**src/rtl/rr_arb_4.sv**
```systemverilog
// Four-way round-robin arbiter with a bounded grant length.
// After every grant, gnt returns to zero for at least one cycle before the next grant.
module rr_arb_4 #(
  parameter int MAX_HOLD = 16
) (
  input  logic       clk,
  input  logic       rst,
  input  logic [3:0] req,
  input  logic       done,
  output logic [3:0] gnt,
  output logic       busy,
  output logic       timeout
);

  typedef enum logic {IDLE, GRANT} state_t;

  localparam logic [7:0] LIMIT = 8'(MAX_HOLD - 1);

  state_t     state, state_nxt;
  logic [3:0] gnt_nxt;
  logic       busy_nxt, timeout_nxt;
  logic [7:0] cnt, cnt_nxt;
  logic [1:0] ptr, ptr_nxt;
  logic       found;
  logic [1:0] pick_idx;
  logic       rel_normal, rel_limit;

  // Search order starts just after the last grantee, so the last grantee is checked last.
  always_comb begin
    logic [1:0] idx;
    found    = 1'b0;
    pick_idx = ptr;
    for (int k = 1; k <= 4; k++) begin
      idx = ptr + 2'(k);
      if (!found && req[idx]) begin
        found    = 1'b1;
        pick_idx = idx;
      end
    end
  end

  assign rel_normal = done | ~req[ptr];
  assign rel_limit  = (cnt == LIMIT);

  always_comb begin
    state_nxt   = state;
    gnt_nxt     = gnt;
    busy_nxt    = busy;
    timeout_nxt = 1'b0;
    cnt_nxt     = cnt;
    ptr_nxt     = ptr;
    case (state)
      IDLE: begin
        if (found) begin
          gnt_nxt   = 4'(1) << pick_idx;
          busy_nxt  = 1'b1;
          ptr_nxt   = pick_idx;
          cnt_nxt   = 8'd0;
          state_nxt = GRANT;
        end
      end
      GRANT: begin
        cnt_nxt = cnt + 8'd1;
        if (rel_normal || rel_limit) begin
          gnt_nxt     = 4'b0000;
          busy_nxt    = 1'b0;
          // A normal release wins over the limit when both happen on the same edge.
          timeout_nxt = rel_limit & ~rel_normal;
          state_nxt   = IDLE;
        end
      end
      default: state_nxt = IDLE;
    endcase
  end

  always_ff @(posedge clk or posedge rst) begin
    if (rst) begin
      state   <= IDLE;
      gnt     <= 4'b0000;
      busy    <= 1'b0;
      timeout <= 1'b0;
      cnt     <= 8'd0;
      ptr     <= 2'd3;
    end else begin
      state   <= state_nxt;
      gnt     <= gnt_nxt;
      busy    <= busy_nxt;
      timeout <= timeout_nxt;
      cnt     <= cnt_nxt;
      ptr     <= ptr_nxt;
    end
  end

endmodule

```
**config.mk**
```make
export PLATFORM = sky130hd
export DESIGN_NAME = rr_arb_4
export DESIGN_NICKNAME = d
export VERILOG_FILES = /design/src/rtl/rr_arb_4.sv
export SDC_FILE = /design/constraint.sdc
export NUM_CORES = 1
export LEC_CHECK = 0
export BUFFER_PORTS_ARGS = -buffer_cell sky130_fd_sc_hd__buf_2
export CORE_UTILIZATION = 54
export DETAILED_ROUTE_END_ITERATION = 12
export GPL_TIMING_DRIVEN = 0
export PLACE_DENSITY_LB_ADDON = 0.3
export SYNTH_ARGS = -nofsm -noshare
export SYNTH_HDL_FRONTEND = slang
export SYNTH_SLANG_ARGS = --single-unit
```
**constraint.sdc**
```tcl
create_clock -name clk -period 1.8 [get_ports clk]
set_input_delay 0 -clock clk [delete_from_list [all_inputs] [get_ports clk]]
set_output_delay 0 -clock clk [all_outputs]
set_load 0.01 [all_outputs]
```
==> impl_metrics.csv <==
group,metric,value,unit
sta,min_period,1.568,ns
layout,final.fill_count,116,
sta,rsz0062_at_grt,"false",
clock_network,clkTransAtPathRegs,0.10,ns
synthesis,ys.warnings.count,0,
sta,period_share,87.12,%
pwr,power_leakage,0.0004520,µW
synthesis,synth_seq_cells,17,
sta,hold_viol_final,0,
hold_path,hold_depth,4,
global_routing,grt_pass1_wl,2780,µm
sta,worstMarginPinSlew,0.6010,ns
critical_path,arrival,1.76,ns
critical_path,cp-startpoint,"ptr[0]",
floorplanning,core,1506,µm²
sta,slew_headroom,59.89,%
pwr,p_int,845.8,µW
pwr,combPwrFrac,38.6,%
clock_network,cts.sinks,17,
sta,drv_slew,0,
route,ant_nets,0,
layout,antennaDiodeCount,0,
route,drt-initial-drc-count,18,
placement,numPortBuffers,12,
global_routing,grt_max_degree,18,
pwr,ir_drop,0.8150,mV
floorplanning,fp.dieW,42.13,µm
critical_path,worstPathMaxFanout,6,
critical_path,r2r_start,"ptr[0]",
pwr,p_sw_share,38.56,%
synthesis,async_flop_share,100.0,%
synthesis,avgSynthCellArea,10.11,µm²
floorplanning,io_pins,13,
clock_network,ctsRootBufferMaster,"clkbuf_4",
synthesis,synth_cells,86,
placement,dp_hpwl,1213,µm
global_routing,first_global_vias,648,
sta,fmaxAchievable,637.7,MHz
critical_path,worstPathRequired,1.99,ns
synthesis,ys_seq_area_share,49.21,%
layout,syn_to_final_growth,13.38,%
layout,seq_area,427.9,µm²
layout,layout_common_cells,"15 x dfrtp_1, 13 x buf_2, 11 x o21ai_0",
clock_network,ctsHtreeMaxLevel,1,
synthesis,synth_fp_nets,94,
critical_path,ff2ff_setup_slack,0.23,ns
layout,multiInputGateArea,417.9,µm²
clock_network,cts_made_buffers,3,
pwr,clkPwrFrac,14.5,%
critical_path,reg2regPathDepth,4,
hold_path,min_path_type,"in2reg",
clock_network,clk_path_buf_depth,2,
route,drc_errors,0,
global_routing,grt_remaining_overflow,0,
pwr,power.switching,530.8,µW
critical_path,r2r-end,"busy",
floorplanning,fp.dieH,42.13,µm
floorplanning,num_rows,14,
route,drt_wl_total,1548,µm
global_routing,antenna_found_initial,0,
clock_network,worstSkewPairLatency,0.29,ns
critical_path,cp-start-kind,"flop",
layout,final_layout_size_suffix_gt1_share,24.27,%
synthesis,synth_edf_count,0,
status,status,"completed",
floorplanning,start_util,57.72,%
layout,layout_commonest_cell,"dfrtp_1",
clock_network,cts_tree,"yes",
placement,gp_congestion,0.7694,
route,routedWlPerCell,13.01,µm
route,viasPerCell,6.050,
critical_path,endpoint,"busy",
layout,nNetsFinal,112,
synthesis,netlist_area,869.6,µm²
route,drt-pass1-iter-count,4,
critical_path,cp-end-kind,"flop",
pwr,pwr-share-seq,46.9,%
pwr,power_density,1396,nW/µm²
critical_path,crit_type,"reg2reg",
route,via_count,720,
sta,clock_skew,0.006054,ns
global_routing,track_usage,20.74,%
synthesis,yosysUniqueCellTypes,35,
layout,fin_util,65.45,%
floorplanning,die_area,1775,µm²
sta,setup_viol,0,
clock_network,cts_setup_buffers,0,
flow_run,maxCapViolCount,0,
synthesis,synthFlopType,"dfrtp_1",
sta,setup_tns,0,ns
-- power by group through the flow --
stage / clock, µW / sequential, µW / combinational, µW
finish: 200 / 645 / 531
global route: 216 / 667 / 595
CTS: 201 / 641 / 535
detailed placement: 0 / 649 / 531
global placement: 0 / 644 / 515
floorplan: 0 / 654 / 363
-- area by class of cell --
| class | count | area share, % |
|---|---|---|
| Timing Repair Buffer | 13 | 7.107 |
| Buffer | 1 | 0.5076 |
| Inverter | 5 | 1.904 |
| Multi-Input combinational cell | 63 | 42.39 |
| Sequential cell | 17 | 43.40 |
| Tap cell | 16 | 2.030 |
| Clock buffer | 4 | 2.665 |
-- kinds of logic after synthesis --
kind of cell,share of synthesized area (%)
AO/OA/AOI/OAI,22.16
adder cells (fa/ha/maj),1.439
buffers and inverters,2.732
flip-flops,49.21
multiplexers,3.597
AND/OR/NAND/NOR,20.87
-- Yosys cell counts, types with 2 or more instances --
master	number	share of area, %
a21o_1	2	1.7
a21oi_1	2	1.2
a31oi_1	2	1.4
dfrtp_1	15	43
dfstp_2	2	6.0
inv_1	4	1.7
mux2i_1	2	2.3
nand2_1	5	2.2
nand3_1	2	1.2
nand3b_1	2	1.7
nand4_1	3	2.2
nor2_1	6	2.6
nor2b_1	3	2.2
o211ai_1	2	1.7
o21ai_0	11	6.3
o2bb2ai_1	4	4.0
-- registers in the layout, indices dropped and copies added, names as in the netlist --
name     count
cnt          8
gnt          4
ptr          2
busy         1
state        1
timeout      1
-- layer usage --
metal / routed length, µm / global-route usage [%] / vias to the layer above
met5: 0 / 0 / -
met4: 21 / 7.500 / 0
met1: 768 / 31.20 / 345
met2: 696 / 31.25 / 17
met3: 63 / 2.586 / 3
li1: - / - / 355
-- stage by stage --
step | total power (µW) | hold slack (ns) | instance area [µm²] | instances | setup WS (ns)
2_1_floorplan | 1017 | -0.07539 | 869.6 | 86 | 0.3419
3_3_place_gp | 1158 | 0.1017 | 949.7 | 114 | 0.2625
3_5_place_dp | 1181 | 0.1028 | 949.7 | 114 | 0.2289
4_1_cts | 1377 | 0.1021 | 985.9 | 119 | 0.2152
5_1_grt | 1479 | 0.1295 | 985.9 | 119 | 0.1529
6_report | 1377 | 0.1029 | 985.9 | 119 | 0.2318
-- critical path: stages (launching register included) --
cell and delay [ns]:
dfstp_2 0.60, mux2_2 0.36, a2bb2oi_2 0.20, o21ai_2 0.12, a21o_1 0.19
-- repair_timing --
action,in CTS,in global routing
resized for setup,0,0
hold buffers,1,0
endpoints found under the hold margin,15,0
-- how the worst min path moves through the flow --
stage | slack, ns | endpoint | startpoint
finish | 0.10 | cnt[5] | req[2]
global route | 0.13 | cnt[5] | req[2]
CTS | 0.10 | cnt[5] | req[2]
global placement | 0.10 | gnt[0] | rst
detailed placement | 0.10 | gnt[1] | rst
floorplan | -0.08 | busy | rst
Note: power is estimated with default switching activity, not from simulation.
